$ cat src/rtl/ac_pkg.sv
// ---------------------------------------------------------------------------
// ac_pkg -- shared definitions for the access-control (ac_*) blocks.
//
// Contents:
//   ac_state_e      frame-sequencer state encoding (IDLE / RUN / DONE)
//   PIXEL_BITS      bits per pixel inside a UPSP write package
//   beats_per_row() output beats per destination row (BEATS_PER_ROW)
//   frame_beats()   output beats per destination frame (FRAME_BEATS)
//   cnt_width()     counter width for a modulo-n counter, never below 1
// ---------------------------------------------------------------------------
package ac_pkg;

    typedef enum logic [1:0] {
        ST_IDLE = 2'd0,
        ST_RUN  = 2'd1,
        ST_DONE = 2'd2
    } ac_state_e;

    localparam int PIXEL_BITS = 24;

    // Pixels per beat, clamped to 1 so a bad width parameter cannot cause a
    // divide-by-zero during elaboration (the top flags that case separately).
    function automatic int pixels_per_beat(input int wrt_width, input int n_par);
        int p;
        p = (wrt_width / PIXEL_BITS) * n_par;
        return (p < 1) ? 1 : p;
    endfunction

    function automatic int beats_per_row(input int wrt_width, input int n_par,
                                         input int dst_width);
        return dst_width / pixels_per_beat(wrt_width, n_par);
    endfunction

    function automatic int frame_beats(input int wrt_width, input int n_par,
                                       input int dst_width, input int dst_height);
        return beats_per_row(wrt_width, n_par, dst_width) * dst_height;
    endfunction

    function automatic int cnt_width(input int n);
        return (n <= 1) ? 1 : $clog2(n);
    endfunction

endpackage

$ cat src/rtl/ac_skid_buf.sv
// ---------------------------------------------------------------------------
// ac_skid_buf -- 2-entry output FIFO built from a head register and a skid
// register. The head register drives the stream directly; the skid register
// absorbs one beat that arrives while the head is stalled.
//
// Ports:
//   clk, rst_n     clock / asynchronous active-low reset
//   push           write one beat (push_data) this cycle
//   push_data      beat to write
//   pop_ready      downstream ready; head is consumed when head_valid is high
//   head_valid     head entry holds a beat
//   head_data      head entry contents (cleared on reset)
//   count          number of valid entries (0..2)
//
// The producer must not push when the FIFO stays full across the cycle; the
// controller guarantees this through its credit check.
// ---------------------------------------------------------------------------
module ac_skid_buf #(
    parameter int DATA_W = 48
) (
    input  logic              clk,
    input  logic              rst_n,
    input  logic              push,
    input  logic [DATA_W-1:0] push_data,
    input  logic              pop_ready,
    output logic              head_valid,
    output logic [DATA_W-1:0] head_data,
    output logic [1:0]        count
);

    logic              head_valid_reg;
    logic [DATA_W-1:0] head_data_reg;
    logic              skid_valid_reg;
    logic [DATA_W-1:0] skid_data_reg;
    logic              pop;

    assign pop = head_valid_reg && pop_ready;

    always_ff @(posedge clk or negedge rst_n) begin
        if (!rst_n) begin
            head_valid_reg <= 1'b0;
            head_data_reg  <= '0;
            skid_valid_reg <= 1'b0;
            skid_data_reg  <= '0;
        end else if (!head_valid_reg || pop) begin
            // Head is free this cycle: refill from skid first to keep order,
            // otherwise take the incoming beat directly.
            if (skid_valid_reg) begin
                head_valid_reg <= 1'b1;
                head_data_reg  <= skid_data_reg;
                skid_valid_reg <= push;
                if (push) begin
                    skid_data_reg <= push_data;
                end
            end else begin
                head_valid_reg <= push;
                if (push) begin
                    head_data_reg <= push_data;
                end
            end
        end else if (push) begin
            // Head stalled: park the beat in the skid register.
            skid_valid_reg <= 1'b1;
            skid_data_reg  <= push_data;
        end
    end

    assign head_valid = head_valid_reg;
    assign head_data  = head_data_reg;
    assign count      = {1'b0, head_valid_reg} + {1'b0, skid_valid_reg};

endmodule

$ cat src/rtl/ac_ostream_ctrl.sv
// ---------------------------------------------------------------------------
// ac_ostream_ctrl -- reads complete beats out of the wide output buffer and
// streams one destination frame over AXI-Stream per ctrl_start request.
//
// Ports:
//   clk, rst_n            clock / asynchronous active-low reset
//   ctrl_start            single-cycle frame request (ignored unless idle)
//   ctrl_busy             high from accepted start until frame done
//   ctrl_done             one-cycle pulse after the last beat is accepted
//   buf_empty, buf_rd     wide buffer status / pop strobe
//   buf_rdata             buffer data, valid the cycle after buf_rd
//   m_axis_tvalid/tready  stream handshake
//   m_axis_tdata          beat data, unmodified
//   m_axis_tlast          last beat of a destination row
//   m_axis_tuser          first beat of a frame
// ---------------------------------------------------------------------------
module ac_ostream_ctrl
    import ac_pkg::*;
#(
    parameter int UPSP_WRTDATA_WIDTH = 24,
    parameter int N_PARALLEL         = 2,
    parameter int DST_IMG_WIDTH      = 4096,
    parameter int DST_IMG_HEIGHT     = 2160
) (
    input  logic                                     clk,
    input  logic                                     rst_n,
    input  logic                                     ctrl_start,
    output logic                                     ctrl_busy,
    output logic                                     ctrl_done,
    input  logic                                     buf_empty,
    output logic                                     buf_rd,
    input  logic [UPSP_WRTDATA_WIDTH*N_PARALLEL-1:0] buf_rdata,
    output logic                                     m_axis_tvalid,
    input  logic                                     m_axis_tready,
    output logic [UPSP_WRTDATA_WIDTH*N_PARALLEL-1:0] m_axis_tdata,
    output logic                                     m_axis_tlast,
    output logic                                     m_axis_tuser
);

    localparam int BEAT_W        = UPSP_WRTDATA_WIDTH * N_PARALLEL;
    localparam int N_UPSP_WRT    = UPSP_WRTDATA_WIDTH / PIXEL_BITS;
    localparam int BEATS_PER_ROW = beats_per_row(UPSP_WRTDATA_WIDTH, N_PARALLEL, DST_IMG_WIDTH);
    localparam int FRAME_BEATS   = frame_beats(UPSP_WRTDATA_WIDTH, N_PARALLEL,
                                               DST_IMG_WIDTH, DST_IMG_HEIGHT);
    localparam int COL_W         = cnt_width(BEATS_PER_ROW);
    localparam int ROW_W         = cnt_width(DST_IMG_HEIGHT);
    localparam int RD_W          = $clog2(FRAME_BEATS + 1);

    localparam logic [COL_W-1:0] COL_LAST = COL_W'(BEATS_PER_ROW - 1);
    localparam logic [ROW_W-1:0] ROW_LAST = ROW_W'(DST_IMG_HEIGHT - 1);
    localparam logic [RD_W-1:0]  RD_LIMIT = RD_W'(FRAME_BEATS);

    generate
        if (N_UPSP_WRT < 1 || (UPSP_WRTDATA_WIDTH % PIXEL_BITS) != 0) begin : g_bad_pkg_width
            $error("UPSP_WRTDATA_WIDTH must be a non-zero multiple of 24");
        end
        if (BEATS_PER_ROW * N_UPSP_WRT * N_PARALLEL != DST_IMG_WIDTH) begin : g_bad_row_width
            $error("DST_IMG_WIDTH is not a whole number of output beats");
        end
    endgenerate

    ac_state_e         state_reg, state_next;
    logic [COL_W-1:0]  col_reg;
    logic [ROW_W-1:0]  row_reg;
    logic [RD_W-1:0]   rd_cnt_reg;
    logic              rd_pend_reg;

    logic              head_valid;
    logic [BEAT_W-1:0] head_data;
    logic [1:0]        fifo_count;
    logic              out_fire;
    logic              last_col;
    logic              last_row;
    logic              frame_end;
    logic [2:0]        credit_used;

    assign out_fire  = head_valid && m_axis_tready;
    assign last_col  = (col_reg == COL_LAST);
    assign last_row  = (row_reg == ROW_LAST);
    assign frame_end = out_fire && last_col && last_row;

    // Entries that will be held once this cycle's pop and the pending read
    // land. Counting the pop as freed space lets a read issue in the same
    // cycle a beat leaves, which is what sustains one beat per cycle.
    assign credit_used = {1'b0, fifo_count} + {2'b00, rd_pend_reg} - {2'b00, out_fire};

    always_comb begin
        state_next = state_reg;
        buf_rd     = 1'b0;
        ctrl_busy  = 1'b0;
        ctrl_done  = 1'b0;
        unique case (state_reg)
            ST_IDLE: begin
                if (ctrl_start) begin
                    state_next = ST_RUN;
                end
            end
            ST_RUN: begin
                ctrl_busy = 1'b1;
                buf_rd    = !buf_empty && (rd_cnt_reg < RD_LIMIT) && (credit_used < 3'd2);
                if (frame_end) begin
                    state_next = ST_DONE;
                end
            end
            ST_DONE: begin
                ctrl_busy  = 1'b1;
                ctrl_done  = 1'b1;
                state_next = ST_IDLE;
            end
            default: begin
                state_next = ST_IDLE;
            end
        endcase
    end

    always_ff @(posedge clk or negedge rst_n) begin
        if (!rst_n) begin
            state_reg   <= ST_IDLE;
            col_reg     <= '0;
            row_reg     <= '0;
            rd_cnt_reg  <= '0;
            rd_pend_reg <= 1'b0;
        end else begin
            state_reg   <= state_next;
            rd_pend_reg <= buf_rd;

            if (state_reg == ST_IDLE) begin
                rd_cnt_reg <= '0;
            end else if (buf_rd) begin
                rd_cnt_reg <= rd_cnt_reg + 1'b1;
            end

            // Position of the head beat in the frame; both counters wrap to
            // zero on the final beat, so the next frame starts at beat 0.
            if (out_fire) begin
                if (last_col) begin
                    col_reg <= '0;
                    row_reg <= last_row ? '0 : row_reg + 1'b1;
                end else begin
                    col_reg <= col_reg + 1'b1;
                end
            end
        end
    end

    ac_skid_buf #(
        .DATA_W (BEAT_W)
    ) u_skid_buf (
        .clk        (clk),
        .rst_n      (rst_n),
        .push       (rd_pend_reg),
        .push_data  (buf_rdata),
        .pop_ready  (m_axis_tready),
        .head_valid (head_valid),
        .head_data  (head_data),
        .count      (fifo_count)
    );

    assign m_axis_tvalid = head_valid;
    assign m_axis_tdata  = head_data;
    assign m_axis_tlast  = head_valid && last_col;
    assign m_axis_tuser  = head_valid && (col_reg == '0) && (row_reg == '0);

endmodule
$ cat config.mk
export PLATFORM = sky130hd
export DESIGN_NAME = ac_ostream_ctrl
export DESIGN_NICKNAME = d
export VERILOG_FILES = /design/src/rtl/ac_pkg.sv /design/src/rtl/ac_skid_buf.sv /design/src/rtl/ac_ostream_ctrl.sv
export SDC_FILE = /design/constraint.sdc
export NUM_CORES = 1
export LEC_CHECK = 0
export BUFFER_PORTS_ARGS = -buffer_cell sky130_fd_sc_hd__buf_2
export CAP_MARGIN = 20
export CORE_AREA = 2 2 87 151
export CTS_CLUSTER_SIZE = 25
export DETAILED_ROUTE_END_ITERATION = 7
export DIE_AREA = 0 0 89 153
export GPL_ROUTABILITY_DRIVEN = 0
export PLACE_DENSITY = 0.76
export SLEW_MARGIN = 0
export SYNTH_ARGS = -nofsm -noshare
export SYNTH_HDL_FRONTEND = slang
export SYNTH_SLANG_ARGS = --single-unit
$ cat constraint.sdc
create_clock -name clk -period 6.96 [get_ports clk]
set_input_delay 0.348 -clock clk [delete_from_list [all_inputs] [get_ports clk]]
set_output_delay 0.348 -clock clk [all_outputs]
set_load 0.02 [all_outputs]
==> results list <==
- The clock drives 147 sinks.
* Routed Wire Length: 13.8 mm
* Setup crit end kind: output pin
- Post-route setup TNS: 0 ns
* Library cells used by synthesis: 43
* Required arrival time at the worst endpoint: 6.61 ns
- Sorting the synthesized cells by area gives the leading types as dfrtp_1 (55%), mux2_2 (8.3%), mux2i_1 (7.4%).
* Worst slack at placement: 3.97 ns
* DRC: 0
- Summing all placed instances gives a cell area of 0.00732 mm².
- Final setup violation count: 0
* Number of synthesized flops with an enable pin: 0
- The clock reaches the later pin of the worst-skew pair after 0.42 ns.
- Starting utilization of the core area: 53.4%
- Yosys printed 0 warnings.
- CTS clock-pin slew for the worst setup and hold paths: roughly 0.070 ns
- Cts repair resizes: 0
- Period Utilization, post-route: 46.4%
* Static Leakage: 3.47 nW
- Share of final-layout standard cells stronger than drive strength 1: around 28%
- Summed over all nets, wire length on met3 after detailed routing comes to about 530 µm.
* Worst Slack Setup Final: 3.73 ns
- The area growth from synthesis to layout is 19.9%.
* Number of buffers on the longest clock path: 2
- Standard-cell row count: 54
* Highest Signal Layer: met4
- Total power for the finished layout comes to 0.00323 W.
- Floorplan die area: 0.0136 mm²
- TritonCTS clock tree: built
- The synthesized design spends more area on one cell type than any other, namely dfrtp_1.
- Top flip-flop cell by instance count after synthesis: dfrtp_1
- Fin nets: approximately 760
- The count of buffers added on input and output ports is 106.
* Estimated wirelength of the detail-placed design: 9.44 mm
- Per-instance average area after synthesis: 11.1 µm²
* Hold Crit Class: in -> reg
- Type of the worst setup path: reg -> out
- H-Tree Depth: 4
- Cell count after synthesis: ~600
- During I/O placement, the number of pins put on the boundary was 107.
- Global-route usage over all layers: 21.9%
- In this run the power density over the cells is 406 mW/mm².
- Dividing the detail-routed via count by the number of cells gives 5.52.
- Ys async rst share: 100%
* Portion of synthesized cell area occupied by the leading cell type: 55.4%
- The initial antenna violation count was 0.
- Headroom to the max-slew limit came out at 35.7%.
- Startpoint type of the worst setup path: flop
* First-iteration detailed-routing DRC count: 238
- For the pin with the worst max-slew slack, the measured transition is 0.956 ns.
* Drt wl/cell: 15.7 µm
* Post-Syn Nets: 662
* Via count of the first global-routing pass: 5,159
- TritonCTS buffer count: 17
- In this run the worst path has a maximum fanout of 10.
- Synthesis inferred 147 register bits.
* Final slew viol count: 0
- Aggregate global routing overflow: 0
* Maximum vdd drop: ~240 µV
- The routed layout has 4,861 vias.
* Die Height: around 150 µm
- The core region is 0.0124 mm².
- Sequential element share of the synthesized area: 55.4%
- Number of maximum-capacitance constraint violations: 0
- STA puts the critical path data arrival time at 2.88 ns.
* Routed Antenna Nets: 0
* Unrepaired setup endpoints after global routing: no
* Final Hold Slack: 0.178 ns
* Clock Skews: 0.00757 ns
- Hold Fails Final Rpt: 0
* First-pass GRT wire length: approximately 23 mm
- Netlist Area Pre-Place: around 0.0066 mm²
* Cell area after layout: slightly below 0.008 mm²
- The tree is rooted in a clkbuf_16.
* TritonRoute pass-1 iters: 6
- Status: finished, final reports clean
* Final min period: 3.23 ns
- From left edge to right edge, the die measures roughly 89 µm.
* Inserted Diodes: 0
* Routed wl met2: 7.61 mm
- Entering global routing, the biggest net connects 97 pins.
- Timing would allow up to 310 MHz.
- For this block, wires on met1 add up to between 5 and 6 mm.
-- stage by stage --
step                std cells  util, %
finish                    881     64.0
global placement          848     58.9
global route              881     64.0
floorplan                 599        -
detailed placement        848     58.9
CTS                       881     64.0
-- cells in the final DEF (no fill, tap or decap), types with 2 or more instances in the layout --
cell / instances
or2_2: 2
mux2i_1: 49
bufinv_16: 2
mux2_2: 49
inv_8: 5
nand4_1: 15
nor3_1: 6
buf_4: 4
clkinv_4: 3
nand2_1: 23
nand4_2: 2
xor2_1: 9
nor2b_1: 3
o21ai_0: 19
dfrtp_1: 146
nor2_1: 68
nor4_1: 5
clkbuf_16: 17
buf_2: 105
nand2b_1: 2
or4_1: 2
or3_1: 13
ha_1: 10
a31oi_1: 2
o22ai_1: 3
inv_1: 16
a21oi_1: 67
and4_1: 2
and3_1: 5
and2_1: 2
o31ai_1: 4
nand3_1: 19
xnor2_1: 11
inv_6: 3
a21o_1: 2
-- layer usage --
layer	GRT usage (%)	up-vias
met4	10.9	0
met2	38.3	110
met1	24.5	2404
li1	-	2319
met3	4.59	28
met5	0	-
-- cell type report --
class	instances	area [µm²]
Fill cell	1011	4470
Timing Repair Buffer	111	577
Clock inverter	14	185
Clock buffer	18	439
Inverter	16	60.1
Tap cell	168	210
Sequential cell	147	3680
Multi-Input combinational cell	407	2810
-- synth_stat cells, types with 3 or more instances --
master,count
mux2i_1,49
mux2_2,49
nor4_1,5
xnor2_1,11
inv_1,16
nand3_1,19
nor2b_1,3
o31ai_1,4
nand4_1,15
ha_1,10
nor3_1,6
or3_1,13
o21ai_0,20
nor2_1,69
xor2_1,9
clkbuf_1,22
dfrtp_1,147
a21oi_1,67
buf_1,5
nand2_1,23
and3_1,5
o22ai_1,3
-- critical path, cell delays in order, from the launching register on --
cell     delay, ns
dfrtp_1       0.44
nand2_1       0.18
inv_1         0.11
ha_1          0.29
inv_1         0.04
ha_1          0.26
a21oi_1       0.25
mux2i_4       0.45
nand2_2       0.16
inv_1         0.13
buf_2         0.17
-- cell families after synthesis --
logic type                 synth area share, %
AOI/OAI and AO/OA                         7.97
adders and majority gates                 2.04
buffers and inverters                     2.58
DFF                                       55.4
and+or+nand+nor                           13.3
muxes                                     16.0
xor gates and xnor gates                  2.64
-- where the power goes --
part,total [W],switching (W),internal (W)
logic,0.000959,0.000572,0.000387
registers,0.00133,0.000173,0.00115
clock network,0.000945,0.000387,0.000558
-- worst paths after layout --
kind / startpoint / to / slack (ns) / cells after the start
min in group asynchronous: rst_n / col_reg[4] / 0.54 / 2
worst min-delay path: buf_rdata[28] / u_skid_buf.skid_data_reg[28] / 0.18 / 2
worst max-delay path: u_skid_buf.head_valid / buf_rd / 3.73 / 10
worst max register to register: u_skid_buf.head_valid / rd_cnt_reg[17] / 3.95 / 10
worst min register to register: u_skid_buf.skid_data_reg[7] / u_skid_buf.skid_data_reg[7] / 0.51 / 1
max in group asynchronous: rst_n / u_skid_buf.skid_valid_reg / 5.08 / 3
-- repair_timing --
item | in CTS | in global routing
buffers inserted | 0 | 0
hold buffers | 1 | 0
endpoints found under the hold margin | 19 | 0
(Power assumes the default switching activity.)
